### config.mk
export PLATFORM = sky130hd
export DESIGN_NAME = ex_ctrl
export DESIGN_NICKNAME = d
export VERILOG_FILES = /design/src/rtl/ex_ctrl_pkg.sv /design/src/rtl/ex_ctrl_hazard_detect.sv /design/src/rtl/ex_ctrl.sv
export SDC_FILE = /design/constraint.sdc
export NUM_CORES = 1
export LEC_CHECK = 0
export CAP_MARGIN = 0
export CORE_MARGIN = 4
export CORE_UTILIZATION = 40
export CTS_CLUSTER_SIZE = 12
export DETAILED_ROUTE_END_ITERATION = 8
export GPL_TIMING_DRIVEN = 1
export MAX_ROUTING_LAYER = met4
export PLACE_DENSITY = 0.89
export SYNTH_ARGS = -nofsm -noshare
export SYNTH_HDL_FRONTEND = slang
export SYNTH_SLANG_ARGS = --single-unit
### constraint.sdc
create_clock -name i_clk -period 1.9 [get_ports i_clk]
set_input_delay 0.19 -clock i_clk [delete_from_list [all_inputs] [get_ports i_clk]]
set_output_delay 0.19 -clock i_clk [all_outputs]
set_load 0.01 [all_outputs]
### src/rtl/ex_ctrl_pkg.sv
// Shared pipeline-control definitions: EX-stage control FSM state encoding
// and the default wrong-path squash depth.
package PipelineReg;

  typedef enum logic [1:0] {
    RUN      = 2'd0,
    REDIRECT = 2'd1,
    FLUSH    = 2'd2
  } ex_state_t;

  // Wrong-path cycles squashed after an accepted redirect (legal 1..7).
  localparam int unsigned FLUSH_DEPTH_DEF = 2;

endpackage

### src/rtl/ex_ctrl_hazard_detect.sv
// Load-use hazard detection: a load in EX whose non-zero destination is read
// by the instruction currently in ID.
module hazard_detect (
  input  logic       ex_valid,
  input  logic       ex_is_load,
  input  logic [4:0] ex_rd,
  input  logic [4:0] id_rs1,
  input  logic [4:0] id_rs2,
  input  logic       id_use_rs1,
  input  logic       id_use_rs2,
  output logic       hazard
);

  // Purely combinational compare of EX destination against ID sources.
  always_comb begin
    hazard = ex_valid && ex_is_load && (ex_rd != 5'd0) &&
             ((id_use_rs1 && (id_rs1 == ex_rd)) ||
              (id_use_rs2 && (id_rs2 == ex_rd)));
  end

endmodule

### src/rtl/ex_ctrl.sv
// EX-stage control: fetch redirect on taken branches/jumps, IF/ID squash of
// wrong-path instructions, load-use interlock and target-misalignment trap.
// Build option: define EX_CTRL_RVC_EN to accept 16-bit aligned targets.
module ex_ctrl
  import PipelineReg::*;
#(
  parameter int unsigned FLUSH_DEPTH = FLUSH_DEPTH_DEF
) (
  input  logic        i_clk,
  input  logic        i_reset,
  input  logic        i_ex_valid,
  input  logic [31:0] i_ex_pc,
  input  logic        i_is_branch,
  input  logic        i_is_jal,
  input  logic        i_is_jalr,
  input  logic        i_branch_taken,
  input  logic [31:0] i_target,
  input  logic        i_ex_is_load,
  input  logic [4:0]  i_ex_rd,
  input  logic [4:0]  i_id_rs1,
  input  logic [4:0]  i_id_rs2,
  input  logic        i_id_use_rs1,
  input  logic        i_id_use_rs2,
  input  logic        i_if_ready,
  output logic        o_redirect,
  output logic [31:0] o_redirect_pc,
  output logic        o_flush_if,
  output logic        o_flush_id,
  output logic        o_stall_if,
  output logic        o_stall_id,
  output logic        o_bubble_ex,
  output logic        o_misalign,
  output logic [31:0] o_misalign_pc,
  output logic        o_busy
);

  ex_state_t  state;
  logic [2:0] flush_cnt;
  logic       stall_flag;
  logic       load_use;
  logic       xfer;
  logic       target_ok;
  logic [31:0] target_pc;

  hazard_detect u_hazard (
    .ex_valid   (i_ex_valid),
    .ex_is_load (i_ex_is_load),
    .ex_rd      (i_ex_rd),
    .id_rs1     (i_id_rs1),
    .id_rs2     (i_id_rs2),
    .id_use_rs1 (i_id_use_rs1),
    .id_use_rs2 (i_id_use_rs2),
    .hazard     (load_use)
  );

  // Classify the EX instruction: does it transfer control, and where to.
  always_comb begin
    xfer = i_ex_valid && (i_is_jal || i_is_jalr || (i_is_branch && i_branch_taken));
`ifdef EX_CTRL_RVC_EN
    target_ok = 1'b1;
    target_pc = i_target & ~32'h1;
`else
    target_ok = !i_target[1];
    target_pc = i_target;
`endif
  end

  // Control FSM; every output is a register updated here.
  always_ff @(posedge i_clk or negedge i_reset) begin
    if (!i_reset) begin
      state         <= RUN;
      flush_cnt     <= '0;
      stall_flag    <= 1'b0;
      o_redirect    <= 1'b0;
      o_redirect_pc <= '0;
      o_flush_if    <= 1'b0;
      o_flush_id    <= 1'b0;
      o_stall_if    <= 1'b0;
      o_stall_id    <= 1'b0;
      o_bubble_ex   <= 1'b0;
      o_misalign    <= 1'b0;
      o_misalign_pc <= '0;
      o_busy        <= 1'b0;
    end else begin
      // Single-cycle pulses default low every cycle.
      o_stall_if    <= 1'b0;
      o_stall_id    <= 1'b0;
      o_bubble_ex   <= 1'b0;
      o_misalign    <= 1'b0;
      o_misalign_pc <= '0;
      case (state)
        RUN: begin
          if (xfer && target_ok) begin
            state         <= REDIRECT;
            o_redirect    <= 1'b1;
            o_redirect_pc <= target_pc;
            o_flush_if    <= 1'b1;
            o_flush_id    <= 1'b1;
            o_busy        <= 1'b1;
            stall_flag    <= 1'b0;
          end else if (xfer) begin
            // Misaligned target: trap instead of redirecting, still squash.
            state         <= FLUSH;
            flush_cnt     <= 3'(FLUSH_DEPTH);
            o_misalign    <= 1'b1;
            o_misalign_pc <= i_ex_pc;
            o_flush_if    <= 1'b1;
            o_flush_id    <= 1'b1;
            o_busy        <= 1'b1;
            stall_flag    <= 1'b0;
          end else begin
            // Flag tracks that the current load already stalled once.
            o_stall_if  <= load_use && !stall_flag;
            o_stall_id  <= load_use && !stall_flag;
            o_bubble_ex <= load_use && !stall_flag;
            stall_flag  <= load_use;
          end
        end
        REDIRECT: begin
          if (i_if_ready) begin
            state         <= FLUSH;
            flush_cnt     <= 3'(FLUSH_DEPTH);
            o_redirect    <= 1'b0;
            o_redirect_pc <= '0;
          end
        end
        FLUSH: begin
          if (flush_cnt > 3'd1) begin
            flush_cnt <= flush_cnt - 3'd1;
          end else begin
            state      <= RUN;
            flush_cnt  <= '0;
            o_flush_if <= 1'b0;
            o_flush_id <= 1'b0;
            o_busy     <= 1'b0;
          end
        end
        default: begin
          state         <= RUN;
          flush_cnt     <= '0;
          stall_flag    <= 1'b0;
          o_redirect    <= 1'b0;
          o_redirect_pc <= '0;
          o_flush_if    <= 1'b0;
          o_flush_id    <= 1'b0;
          o_busy        <= 1'b0;
        end
      endcase
    end
  end

endmodule

==> flow_metrics.env, run 1 <==
export IMPL_cts_htree_levels=3
export IMPL_slew_headroom=0.601
export IMPL_vias=2554
export IMPL_worstPathArrival_ns=2.01
export IMPL_synth_xor_area_share=0.0271
export IMPL_finalHoldViolations=0
export IMPL_yosys_area_share_simple=0.138
export IMPL_rsz0062_at_grt="no"
export IMPL_fin_ws_ns=0.136
export IMPL_crit_chain="inv_1 > ha_1 > nor2b_2 > a211o_2 > buf_4 > mux2i_1"
export IMPL_syn_cell_area_um2=3230
export IMPL_avgSynthCellArea_um2=11.5
export IMPL_report_final_slew_viol_count=0
export IMPL_synth_edf_count=0
export IMPL_grt_max_degree=49
export IMPL_syn_nets=376
export IMPL_clock_latency_ns=0.33
export IMPL_drtIter0Drc=76
export IMPL_synth_flop_cell="dfrtp_1"
export IMPL_async_reset_ff_frac=1.00
export IMPL_crit_path_max_fanout=11
export IMPL_netlist_top_cells_area="dfrtp_1 57%, mux2i_1 9.6%, and2_1 6.4%"
export IMPL_start_kind="flop"
export IMPL_fp_dieH_um=97.8
export IMPL_fmax_ghz=0.567
export IMPL_status="finished clean"
export IMPL_finalClockSkew_ns=0.00627
export IMPL_clk_path_buf_depth=2
export IMPL_clock_tree_root_cell="clkbuf_8"
export IMPL_initial_core_util=0.416
export IMPL_crit_type="flop to flop"
export IMPL_dp_cells=538
export IMPL_finalSetupViolations=0
export IMPL_drive_above_1_share=0.0796
export IMPL_totalWireLength_um=8250
export IMPL_antenna_cells=0
export IMPL_post_cts_buffers=0
export IMPL_endpoint_kind="flop"
export IMPL_grt_pass1_wl_um=13100
export IMPL_synth_mux_area_fraction=0.103
export IMPL_critPathMaxStageDelay_ns=0.40
export IMPL_post_synth_fa_ha_maj_area_fraction=0.0233
export IMPL_ys_seq_area_frac=0.574
export IMPL_period_needed_ns=1.76
export IMPL_critical_path_slowest_cell="dfrtp_1"
export IMPL_leakage_nw=2.44
export IMPL_area_delta_synth_final_pct=59.8
export IMPL_mostFrequentLayoutCells="160 x clkdlybuf4s50_1, 74 x dfrtp_1, 36 x inv_1, 33 x and2_1, 33 x nand2_1"
export IMPL_overflow=0
export IMPL_synth_cells=280
export IMPL_drcViolationCount=0
export IMPL_yosys_area_top_type="dfrtp_1"
export IMPL_viasPerCell=4.61
export IMPL_grt_pass1_vias=2701
export IMPL_port_buffers=161
export IMPL_place_gp_congestion=0.829
export IMPL_layout_commonest_cell="clkdlybuf4s50_1"
export IMPL_drt_wirelength_per_cell_um=14.9
export IMPL_dp_hpwl_um=6480
export IMPL_layout_nets=544
export IMPL_hp_class="input pin to asynchronous set/reset pin"
export IMPL_cts_tree="built"
export IMPL_worstMarginPinSlew_ns=0.598
export IMPL_synth_top_family_by_area="simple AND/OR/NAND/NOR gates"
export IMPL_place_ws_ns=0.0273
export IMPL_numCtsBuffers=9
export IMPL_maxCapViolCount=0
export IMPL_clock_sinks=74
export IMPL_rows=32
export IMPL_postRouteAntennaNets=0
export IMPL_antenna_found_initial=0
export IMPL_die_area_um2=9570
export IMPL_synth_top_cell_area_share=0.574
export IMPL_die_w_um=97.8
export IMPL_grtUsageTotal=0.178
export IMPL_coreArea_um2=7770
export IMPL_clk_pin_slew_ns=0.07
export IMPL_synth_cell_type_count=38
export IMPL_synth_compound_area_share=0.0500
export IMPL_ir_drop_mv=0.678
export IMPL_total_power_mw=6.43
export IMPL_crit_buf_inv=2
export IMPL_cp_top_family="flip-flops"
export IMPL_required_ns=2.15
export IMPL_synth_warnings=0
export IMPL_finalNonFillerCells=554
export IMPL_power_density_nw_per_um2=1250
export IMPL_finalSetupTns_ns=0
export IMPL_min_period_over_period=0.928
export IMPL_ios=162
export IMPL_dr_pass1_iters=4
export IMPL_synth_seq_cells=74
export IMPL_fillCellCount=609
[worst register-to-register path: cells and delay by family (launching register included)]
| kind | cells | cell delay [ns] |
|---|---|---|
| DFF | 1 | 0.40 |
| buffers and inverters | 2 | 0.35 |
| and+or+nand+nor | 1 | 0.28 |
| adders and majority gates | 1 | 0.24 |
| muxes | 1 | 0.22 |
| AOI/OAI and AO/OA | 1 | 0.20 |
[registers in the layout, summed over array words and instances (netlist names)]
register and cells:
flush_cnt 3, stall_flag 1, o_bubble_ex 1, state 2, o_misalign_pc 32, o_redirect 1
o_busy 1, o_misalign 1, o_redirect_pc 32
[power by group]
part | internal (mW) | switching [mW] | total (mW)
Clock | 0.766 | 0.542 | 1.31
Sequential | 1.98 | 0.217 | 2.19
Combinational | 1.58 | 1.35 | 2.93
Total | 4.32 | 2.11 | 6.43
[path summary, 6_finish.rpt]
kind / from / endpoint / slack, ns / cells after the start
max: state[1] / o_redirect_pc[3] / 0.14 / 6
min: i_reset / flush_cnt[1] / 0.40 / 2
max reg2reg: state[1] / o_redirect_pc[3] / 0.14 / 6
min reg2reg: stall_flag / o_bubble_ex / 0.45 / 1
max in group asynchronous: i_reset / o_misalign_pc[18] / 0.86 / 3
min in group i_clk: i_target[19] / o_redirect_pc[19] / 0.41 / 3
[synthesized netlist by cell type, drive strengths merged, types with 2 or more instances]
| library cell | count |
|---|---|
| clkbuf | 7 |
| xor2 | 8 |
| o21ai | 6 |
| nor4 | 2 |
| and2 | 34 |
| nand3 | 3 |
| nand2 | 33 |
| nor3 | 4 |
| mux2 | 2 |
| ha | 6 |
| o31ai | 2 |
| xnor2 | 2 |
| a211o | 3 |
| mux2i | 31 |
| buf | 8 |
| nor2 | 4 |
| inv | 36 |
| dfrtp | 74 |
[cell type report]
type | count | area [um2] | share of cell area
Clock inverter | 5 | 78.8 | 0.0153
Inverter | 36 | 135 | 0.0262
Tap cell | 102 | 128 | 0.0247
Sequential cell | 74 | 1850 | 0.359
Clock buffer | 10 | 138 | 0.0267
Timing Repair Buffer | 172 | 1720 | 0.333
Multi-Input combinational cell | 155 | 1110 | 0.215
[metal layers]
metal,share of wire,global-route usage
met1,0.40,0.197
met2,0.53,0.309
met3,0.057,0.0464
met4,0.015,0.0607
met5,0,-
[stage by stage]
stage	hold slack (ns)	instance area (um2)	util
after CTS	0.386	5160	0.664
after detailed placement	0.239	4930	0.635
final	0.397	5160	0.664
after floorplan	-0.106	3230	-
after global placement	0.235	4930	0.635
after global routing	0.391	5160	0.664
[logic make-up (layout without fill, tap and decap cells)]
| family | count (synthesis) | after routing |
|---|---|---|
| buf+inv | 51 | 223 |
| flops | 74 | 74 |
| mux | 33 | 33 |
| compound gates | 21 | 21 |
| fa+ha+maj | 6 | 6 |
| xor+xnor | 10 | 10 |
| simple gates | 85 | 85 |
[what timing repair did]
action / in CTS / in global routing
endpoints found under the hold margin: 46 / 0
hold buffers: 1 / 0
endpoints found under the setup margin: 1 / 0
gates resized for setup: 1 / 0
(Power assumes the default switching activity.)
==> run 2: changes to the inputs <==
--- a/config.mk
+++ b/config.mk
@@ -11,8 +11,8 @@
 export CTS_CLUSTER_SIZE = 12
 export DETAILED_ROUTE_END_ITERATION = 8
 export GPL_TIMING_DRIVEN = 1
-export MAX_ROUTING_LAYER = met4
 export PLACE_DENSITY = 0.89
+export SETUP_SLACK_MARGIN = 0.4
 export SYNTH_ARGS = -nofsm -noshare
 export SYNTH_HDL_FRONTEND = slang
 export SYNTH_SLANG_ARGS = --single-unit
==> flow_metrics.env, run 2 (synthesis gave the netlist of run 1 again) <==
export IMPL_p_comb_frac=0.504
export IMPL_viasPerCell=4.64
export IMPL_overflow=0
export IMPL_cts_tree="built"
export IMPL_crit_type="flop to flop"
export IMPL_worstMarginPinSlew_ns=0.545
export IMPL_place_gp_congestion=0.793
export IMPL_clock_sinks=74
export IMPL_coreArea_um2=7770
export IMPL_hp_class="input pin to asynchronous set/reset pin"
export IMPL_status="finished clean"
export IMPL_numCtsBuffers=9
export IMPL_switching_share=0.345
export IMPL_cts_htree_levels=3
export IMPL_drive_above_1_share=0.145
export IMPL_fmax_ghz=0.640
export IMPL_report_final_slew_viol_count=0
export IMPL_layout_nets=559
export IMPL_intPower_mw=4.58
export IMPL_finalHoldViolations=0
export IMPL_power_frac_clock=0.182
export IMPL_crit_path_max_fanout=4
export IMPL_drcViolationCount=0
export IMPL_vias=2642
export IMPL_port_buffers=161
export IMPL_drtIter0Drc=57
export IMPL_mostFrequentLayoutCells="158 x clkdlybuf4s50_1, 74 x dfrtp_1, 33 x nand2_1, 32 x inv_1, 32 x and2_1"
export IMPL_layout_commonest_cell="clkdlybuf4s50_1"
export IMPL_finalNonFillerCells=570
export IMPL_seqPwrFrac=0.314
export IMPL_leakage_nw=2.52
export IMPL_dp_hpwl_um=6540
export IMPL_required_ns=2.13
export IMPL_finalSetupViolations=0
export IMPL_antenna_found_initial=0
export IMPL_rsz0062_at_grt="yes"
export IMPL_fin_area_um2=5390
export IMPL_area_delta_synth_final_pct=66.8
export IMPL_ios=162
export IMPL_maxCapViolCount=0
export IMPL_grt_pass1_vias=2873
export IMPL_clk_pin_slew_ns=0.09
export IMPL_die_w_um=97.8
export IMPL_total_power_mw=6.99
export IMPL_min_period_over_period=0.823
export IMPL_die_area_um2=9570
export IMPL_totalWireLength_um=8750
export IMPL_ff2ff_setup_slack_ns=0.34
export IMPL_postRouteAntennaNets=0
export IMPL_rows=32
export IMPL_r2r_start="state[0]"
export IMPL_dr_pass1_iters=4
export IMPL_reg2reg_to="flush_cnt[0]"
export IMPL_initial_core_util=0.416
export IMPL_r2r_cells=6
export IMPL_fillCellCount=594
export IMPL_fp_dieH_um=97.8
export IMPL_start_kind="flop"
export IMPL_ir_drop_mv=0.592
export IMPL_grt_max_degree=42
export IMPL_finalClockSkew_ns=0.0121
export IMPL_grt_pass1_wl_um=14000
export IMPL_finalSetupTns_ns=0
export IMPL_antenna_cells=0
export IMPL_worstPathArrival_ns=1.79
export IMPL_grtUsageTotal=0.181
export IMPL_endpoint_kind="flop"
export IMPL_clock_latency_ns=0.33
export IMPL_power_density_nw_per_um2=1300
export IMPL_clk_path_buf_depth=2
export IMPL_period_needed_ns=1.56
export IMPL_clock_tree_root_cell="clkbuf_8"
export IMPL_placed_area_um2=4940
export IMPL_drt_wirelength_per_cell_um=15.3
export IMPL_dp_cells=540
export IMPL_reg_top3="o_misalign_pc x32, o_redirect_pc x32, flush_cnt x3"
export IMPL_timing_hold_ws_ns=0.369
export IMPL_p_sw_mw=2.42
export IMPL_slew_headroom=0.636
run 2: metrics by stage:
step / util / worst slack, ns
after floorplan: - / 0.346
after global placement: 0.636 / 0.114
after detailed placement: 0.636 / 0.0456
after CTS: 0.688 / 0.353
after global routing: 0.693 / 0.282
final: 0.693 / 0.337
run 2: area by class of cell:
type	instances	area, um2	share of cell area
clock inverters	7	83.8	0.0156
inverters	36	135	0.0251
flip-flops and latches	74	1850	0.344
clock buffers	9	124	0.0230
well taps	102	128	0.0237
repair buffers	187	1860	0.345
multi-input cells	155	1200	0.223
run 2: how the worst max path moves through the flow:
stage	start	end	slack, ns	depth (start not counted)
floorplan	state[0]	o_redirect_pc[1]	0.35	7
detailed placement	i_is_branch	o_redirect_pc[2]	0.05	6
global placement	i_is_branch	o_redirect_pc[4]	0.11	6
CTS	state[0]	o_redirect_pc[25]	0.35	5
global route	state[0]	flush_cnt[0]	0.28	6
finish	state[0]	flush_cnt[0]	0.34	6
run 2: worst max-delay path, cell delays in order, from the launching register on:
cell and delay [ns]:
dfrtp_1 0.44, inv_2 0.14, ha_4 0.18, inv_2 0.05
a31oi_2 0.16, or2_4 0.16, mux2_2 0.33
run 2: per-layer routing:
layer,track usage,vias to the layer above,routed length [um]
met5,0,-,0
met4,0.0586,0,136
met1,0.197,1260,3310
met3,0.0586,14,703
li1,-,1258,-
met2,0.330,110,4600
run 2: repair_timing:
action,CTS,global route
endpoints found under the setup margin,57,71
gates cloned,1,0
setup buffers,11,1
gates resized for setup,20,11
pin swaps,6,1
endpoints found under the hold margin,37,0
hold buffers,1,0
run 2: power groups by stage:
stage / registers [mW] / clock network (mW) / logic [mW]
CTS: 2.19 / 1.30 / 3.43
global route: 2.24 / 1.37 / 3.79
finish: 2.19 / 1.28 / 3.52
global placement: 2.22 / 0 / 2.84
floorplan: 2.36 / 0 / 1.66
detailed placement: 2.23 / 0 / 2.97
==> run 3: changes to the inputs <==
==> constraint.sdc (replaced) <==
create_clock -name i_clk -period 1.55 [get_ports i_clk]
set_input_delay 0.155 -clock i_clk [delete_from_list [all_inputs] [get_ports i_clk]]
set_output_delay 0.155 -clock i_clk [all_outputs]
set_load 0.01 [all_outputs]
==> flow_metrics.env, run 3 (synthesis gave the netlist of run 1 again) <==
export IMPL_finalSetupViolations=32
export IMPL_r2r_start="state[1]"
export IMPL_crit_path_max_fanout=6
export IMPL_clock_tree_root_cell="clkbuf_8"
export IMPL_numCtsBuffers=9
export IMPL_area_delta_synth_final_pct=65.1
export IMPL_critPathMaxStageDelay_ns=0.40
export IMPL_layout_commonest_cell="clkdlybuf4s50_1"
export IMPL_fmax_ghz=0.618
export IMPL_clock_latency_ns=0.34
export IMPL_crit_chain="inv_2 > ha_2 > nor2b_4 > a211o_4 > buf_16 > mux2i_1"
export IMPL_coreArea_um2=7770
export IMPL_grt_pass1_wl_um=14100
export IMPL_clk_path_buf_depth=2
export IMPL_viasPerCell=4.64
export IMPL_fp_dieH_um=97.8
export IMPL_initial_core_util=0.416
export IMPL_place_gp_congestion=0.819
export IMPL_reg_top3="o_misalign_pc x32, o_redirect_pc x32, flush_cnt x3"
export IMPL_overflow=0
export IMPL_slew_headroom=0.723
export IMPL_grt_pass1_vias=2851
export IMPL_hp_class="input pin to asynchronous set/reset pin"
export IMPL_critical_path_slowest_cell="a211o_4"
export IMPL_rsz0062_at_grt="yes"
export IMPL_die_w_um=97.8
export IMPL_cts_tree="built"
export IMPL_drcViolationCount=0
export IMPL_grt_max_degree=45
export IMPL_multi_input_area_um2=1250
export IMPL_rows=32
export IMPL_ff_latch_area_um2=1850
export IMPL_finalHoldViolations=0
export IMPL_min_period_over_period=1.04
export IMPL_grtUsageTotal=0.186
export IMPL_crit_type="flop to flop"
export IMPL_leakage_nw=2.66
export IMPL_drtIter0Drc=55
export IMPL_drive_above_1_share=0.273
export IMPL_power_density_nw_per_um2=1610
export IMPL_place_ws_ns=-0.443
export IMPL_maxCapViolCount=0
export IMPL_drt_wirelength_per_cell_um=15.6
export IMPL_antenna_found_initial=0
export IMPL_fillCellCount=574
export IMPL_layout_nets=568
export IMPL_cts_htree_levels=3
export IMPL_worstPathArrival_ns=1.86
export IMPL_clk_pin_slew_ns=0.07
export IMPL_mostFrequentLayoutCells="88 x clkdlybuf4s50_1, 74 x dfrtp_1, 42 x clkbuf_2, 33 x inv_1, 33 x nand2_1"
export IMPL_period_needed_ns=1.62
export IMPL_status="finished with violations"
export IMPL_required_ns=1.79
export IMPL_endpoint_kind="flop"
export IMPL_ir_drop_mv=0.610
export IMPL_utilization=0.686
export IMPL_cp_startpoint="state[1]"
export IMPL_finalClockSkew_ns=0.00569
export IMPL_clock_sinks=74
export IMPL_total_power_mw=8.56
export IMPL_die_area_um2=9570
export IMPL_dp_hpwl_um=6610
export IMPL_violations="setup timing"
export IMPL_vias=2689
export IMPL_start_kind="flop"
export IMPL_totalWireLength_um=9050
export IMPL_antenna_cells=0
export IMPL_worstMarginPinSlew_ns=0.416
export IMPL_report_final_slew_viol_count=0
export IMPL_postRouteAntennaNets=0
export IMPL_fin_ws_ns=-0.0689
export IMPL_ios=162
export IMPL_port_buffers=161
export IMPL_dr_pass1_iters=4
-- run 3: final cells by class --
type / instances / area share
clock buffer: 10 / 0.0239
inverter: 36 / 0.0263
timing repair buffer: 195 / 0.332
clock inverter: 6 / 0.0124
sequential: 74 / 0.348
multi-input combinational: 156 / 0.234
tap: 102 / 0.0239
-- run 3: layer usage --
| layer | track usage | vias to the layer above | wire length, um |
|---|---|---|---|
| met4 | 0.0522 | 0 | 146 |
| met3 | 0.0914 | 17 | 1010 |
| met5 | 0 | - | 0 |
| met1 | 0.212 | 1273 | 3290 |
| met2 | 0.312 | 130 | 4610 |
| li1 | - | 1269 | - |
-- run 3: critical path, delay by kind of cell (launching register included) --
kind                       cells  cell delay (ns)
buffers and inverters          2             0.24
DFF                            1             0.38
AOI/OAI and AO/OA              1             0.40
adders and majority gates      1             0.19
muxes                          1             0.18
and+or+nand+nor                1             0.13
-- run 3: power breakdown --
group | internal (mW) | switching (mW)
Combinational | 2.38 | 2.06
Sequential | 2.42 | 0.254
Clock | 0.746 | 0.704
-- run 3: timing repair --
action / CTS / global route
gates resized for setup: 181 / 56
endpoints found under the hold margin: 30 / 0
pin swaps: 8 / 7
setup endpoints to repair: 146 / 123
buffers inserted: 7 / 5
hold buffers: 1 / 0
gates cloned: 2 / 1
-- run 3: path summary, 6_finish.rpt --
kind,depth (start not counted),end,slack (ns)
worst min register to register,1,o_bubble_ex,0.45
max in group asynchronous,3,o_redirect_pc[31],0.67
min in group i_clk,2,o_misalign_pc[14],0.36
worst max register to register,6,o_redirect_pc[11],-0.07
worst min-delay path,2,o_redirect_pc[16],0.29
worst max-delay path,6,o_redirect_pc[11],-0.07
-- run 3: stage by stage --
step	hold WS (ns)	instances	instance area [um2]	setup TNS, ns
6_report	0.292	579	5330	-0.875
5_1_grt	0.311	579	5330	-3.08
4_1_cts	0.297	573	5450	-1.28
3_5_place_dp	0.121	547	5020	-20.70
3_3_place_gp	0.111	547	5020	-17.56
2_1_floorplan	-0.141	280	3260	-0.00169
==> patch 1, RTL diff (flow settings as in run 1) <==
Make the reset (`i_reset`) synchronous in one clocked block.
--- a/src/rtl/ex_ctrl.sv
+++ b/src/rtl/ex_ctrl.sv
@@ -66,7 +66,7 @@
   end
 
   // Control FSM; every output is a register updated here.
-  always_ff @(posedge i_clk or negedge i_reset) begin
+  always_ff @(posedge i_clk) begin
     if (!i_reset) begin
       state         <= RUN;
       flush_cnt     <= '0;
Function: differs if i_reset is asserted again (counterexample within 4 cycles, from zero or initial values and one cycle with i_reset low); with i_reset held inactive, the same outputs for 10 cycles.
==> patch 1 against run 1 <==
  * Global-route usage is 1.3 points higher
  * Critical path depth is 1 higher
  * Routed wire length is 10% lower
  * Via count is 10% lower
  * Hold slack better by 0.0049 ns
  * Worst setup slack worse by 0.019 ns
  * Design area is 13% lower
  * Synthesized area is 19% lower
  * Utilization is 4.5 points higher
  * Sequential cell count stayed put
Power is not compared: it rests on default switching activity, and its combinational part moved more than twofold at a synthesized area within 25%.
==> patch 1: results (changes against run 1) <==
* Post-Route Skew at 0.00915 ns (+0.00288 ns)
* Detailed Route WL at 7420 µm (-10%)
* Setup crit end: o_redirect_pc[8]$_SDFFE_PN0P_
* Met3 wire length at 709 µm (+50%)
* DP Cell Count at 453 (-16%)
* Final nets at 483 (-11%)
* HPWL Detailed at 5670 µm (-12%)
* Synth Area in XOR/XNOR at 0.0333 (+0.00622)
* LEAKAGE at 1.75 nW
* Status: complete, no violations
* Met3 Track Usage GR at 0.0645 (+0.0181)
* Critical R2R Launch: state[0]$_SDFFE_PN0P_
* Largest net degree at the start of global routing at 34 (-31%)
* Post-Place Cell Area at 0.00432 mm² (-12%)
* Met2 WL at 3800 µm (-13%)
* First-pass GRT wire length at 11,300 µm (-14%)
* Final Hold Slack at 0.402 ns (+0.00493 ns)
* Max-slew headroom at 0.708 (+0.107)
* WL met1 at 2780 µm (-15%)
* Hold Path Class: in2reg
* Synth cell types at 41 (+7.9%)
* Worst slack, placed at 0.00937 ns (-0.0179 ns)
* Share of flip-flops with an asynchronous set or reset at 0 (-1.00)
* WP data arrival at 2.06 ns (+0.05 ns)
* Compound-gate portion of the synthesized area at 0.183 (+0.133)
* Synth warnings at 0 (unchanged)
* Top delay family on crit path: simple AND/OR/NAND/NOR gates
* Post-synthesis adder-cell area fraction at 0.0286 (+0.00533)
* Met1 usage at 0.202 (+0.00572)
* Final period util at 0.938 (+0.0101)
* TritonRoute pass-1 iters at 4 (unchanged)
* Synth top cells by count: dfxtp_1, and2_1, a22o_2, inv_1, xor2_1
* Avg WL per Cell at 15.8 µm (+6.2%)
* Routability cong. at 0.778 (-6.1%)
* Share of cells above drive strength 1 at 0.140 (+0.0607)
* Vias per cell at 4.88 (+5.9%)
* Crit path largest cell delay at 0.36 ns (-0.04 ns)
* CTS Buf Count at 9 (unchanged)
* Critical path origin: state[0]$_SDFFE_PN0P_
* Synth top area cells: dfxtp_1, a22o_2, and2_1, ha_1, xor2_1
* Largest family of logic cells by synthesized area: compound AO/OA/AOI/OAI gates
* Fillers at 485 (-20%)
* CP max-delay cell: or3_4
* Avg Cell Area, Syn at 11.8 µm² (+2.2%)
* Met2 usage at 0.331 (+0.0219)
* Initial drt markers at 62 (-18%)
* R2R setup slack at 0.12 ns (-0.02 ns)
* Vias in the first global route at 2,395 (-11%)
* Net count after synthesis at 319 (-15%)
* Total GRT Usage at 0.191 (+0.0130)
* Post-synthesis mux area share at 0 (-0.103)
## patch 1: cell count changes in the layout (fill, tap and decap cells not counted), moves of 3 or more
cell,change
nor2_1,-3
o21ai_0,-4
dfxtp_1,+73
buf_4,-6
nand2_1,-28
mux2i_1,-31
a22o_1,+6
a22o_2,+24
inv_1,-28
dfrtp_1,-74
## patch 1: power breakdown
part           total [mW]  leakage [nW]  internal (mW)  switching, mW
clock                1.08        0.0860          0.480          0.597
combinational       0.758          1.06          0.456          0.302
sequential           1.68         0.601           1.64         0.0438
total                3.51          1.75           2.57          0.943
## patch 1: layout make-up
class | count | area (µm²) | share of cell area
well taps | 77 | 96.3 | 0.0214
clock inverters | 7 | 51.3 | 0.0114
inverters | 8 | 30.0 | 0.00667
multi-input cells | 127 | 1020 | 0.227
clock buffers | 9 | 124 | 0.0275
flip-flops and latches | 74 | 1480 | 0.330
repair buffers | 167 | 1690 | 0.377
## patch 1: timing repair
action                                  in CTS  in global routing
resized for setup                            0                  4
endpoints found under the setup margin       0                  4
setup buffers                                0                  0
==> patch 2, RTL diff (flow settings as in run 1) <==
Without the edit above. Add a define of `EX_CTRL_RVC_EN`.
--- a/src/rtl/ex_ctrl.sv
+++ b/src/rtl/ex_ctrl.sv
@@ -1,6 +1,8 @@
 // EX-stage control: fetch redirect on taken branches/jumps, IF/ID squash of
 // wrong-path instructions, load-use interlock and target-misalignment trap.
 // Build option: define EX_CTRL_RVC_EN to accept 16-bit aligned targets.
+`define EX_CTRL_RVC_EN
+
 module ex_ctrl
   import PipelineReg::*;
 #(
Function: changed (Yosys sat finds a counterexample within 4 cycles, from zero or initial values and one cycle with i_reset low).
==> patch 2 against run 1 <==
  * Critical path depth unchanged
  * Sequential power down 41%
  * Utilization down 7.2 points
  * Hold slack worse by 0.39 ns
  * Clock skew about the same
  * Synthesized area down 29%
  * Global-route usage down 2.7 points
  * Power down 34%
  * Synthesized cell count down 17%
  * Highest routed layer unchanged
  * Routed wire length down 39%
  * Worst setup slack better by 0.080 ns
  * Sequential cell count down 34
  * Design area down 36%
==> patch 2: results (changes against run 1) <==
* Synth cell types at 35 (-7.9%)
* HPWL Detailed at 3940 µm (-39%)
* Routability cong. at 0.770 (-7.0%)
* Largest regs: o_redirect_pc: 31 flops, flush_cnt: 3 flops, state: 2 flops
* Slew @ Worst Pin at 0.870 ns (+0.272 ns)
* Met3 wire length at 270 µm (-43%)
* Initial antenna violation count at 0 (unchanged)
* Share of flip-flops with an asynchronous set or reset at 1.00 (unchanged)
* H-tree levels at 2 (-1)
* Mapped Cells at 233 (-17%)
* Gate power share at 0.555 (+0.099)
* Worst slack, placed at -0.0769 ns (-0.104 ns)
* Post-Place Cell Area at 0.00318 mm² (-35%)
* Met2 WL at 2730 µm (-38%)
* DP Cell Count at 393 (-27%)
* Synth top cells by count: dfrtp_1, buf_4, inv_1, nand2_1, mux2i_1
* Clock latency on the worst-skew pair at 0.29 ns (-0.04 ns)
* Final Instance Count excl. Fillers at 401 (-28%)
* Final nets at 423 (-22%)
* Crit-path max FO at 3 (-8)
* Post-CTS Setup Bufs at 0 (unchanged)
* Synth Area in XOR/XNOR at 0.0380 (+0.0108)
* Clock group at 0.588 mW (-55%)
* LEAKAGE at 1.55 nW (-37%)
* Post-synthesis mux area share at 0.144 (+0.0412)
* Met1 usage at 0.165 (-0.0319)
* Max IR drop VDD at 0.604 mV (-11%)
* Max Used Layer: met4
* Total GRT Usage at 0.151 (-0.0267)
* Via count at 1,739 (-32%)
* CTS Buf Count at 5 (-4)
* Clock buffer depth at 2 (unchanged)
* Comb group at 2.35 mW (-20%)
* Compound-gate portion of the synthesized area at 0.0559 (+0.00586)
* Largest net degree at the start of global routing at 41 (-16%)
* Post-Route Skew at 0.00645 ns (+0.000175 ns)
* Avg WL per Cell at 12.5 µm (-16%)
* Post-cts sizing count at 0 (-1)
* IO Port Bufs at 94 (-42%)
* Vias in the first global route at 1,766 (-35%)
* Initial drt markers at 49 (-36%)
* Status: complete, no violations
* First-pass GRT wire length at 8400 µm (-36%)
* WL met1 at 1920 µm (-41%)
* Antenna diodes at 0 (unchanged)
* Met3 Track Usage GR at 0.0296 (-0.0168)
* Synth warnings at 0 (unchanged)
* Share of cells above drive strength 1 at 0.0638 (-0.0158)
* TritonRoute pass-1 iters at 4 (unchanged)
* Seq/Total Area, Yosys at 0.434 (-0.140)
* P_int at 2.72 mW (-37%)
* Main synth FF type: dfrtp_1
* Post-synthesis adder-cell area fraction at 0.0271 (+0.00386)
* Synth top area cells: dfrtp_1, mux2i_1, buf_4, inv_1, nand2_1
* Met2 usage at 0.270 (-0.0397)
* Clk root buf: clkbuf_8
patch 2: worst paths after layout:
kind                       cells after the start  slack, ns                     start                            end
max                                            6       0.22  flush_cnt[1]$_DFFE_PN0P_             o_busy$_DFFE_PN0P_
min                                            1      0.004                   i_reset  o_redirect_pc[13]$_DFFE_PN0P_
max reg2reg                                    6       0.22  flush_cnt[1]$_DFFE_PN0P_             o_busy$_DFFE_PN0P_
min reg2reg                                    1       0.46    stall_flag$_DFFE_PN0N_          o_bubble_ex$_DFF_PN0_
max in group asynchronous                      1       1.35                   i_reset           state[1]$_DFFE_PN0P_
min in group i_clk                             3       0.44              i_target[14]  o_redirect_pc[14]$_DFFE_PN0P_
patch 2: cell type report:
type / instances / area [µm²]
clock inverters: 1 / 7.51
fillers: 465 / 2260
multi-input cells: 145 / 951
flip-flops and latches: 40 / 1000
clock buffers: 7 / 86.3
inverters: 35 / 131
repair buffers: 101 / 1010
well taps: 72 / 90.1
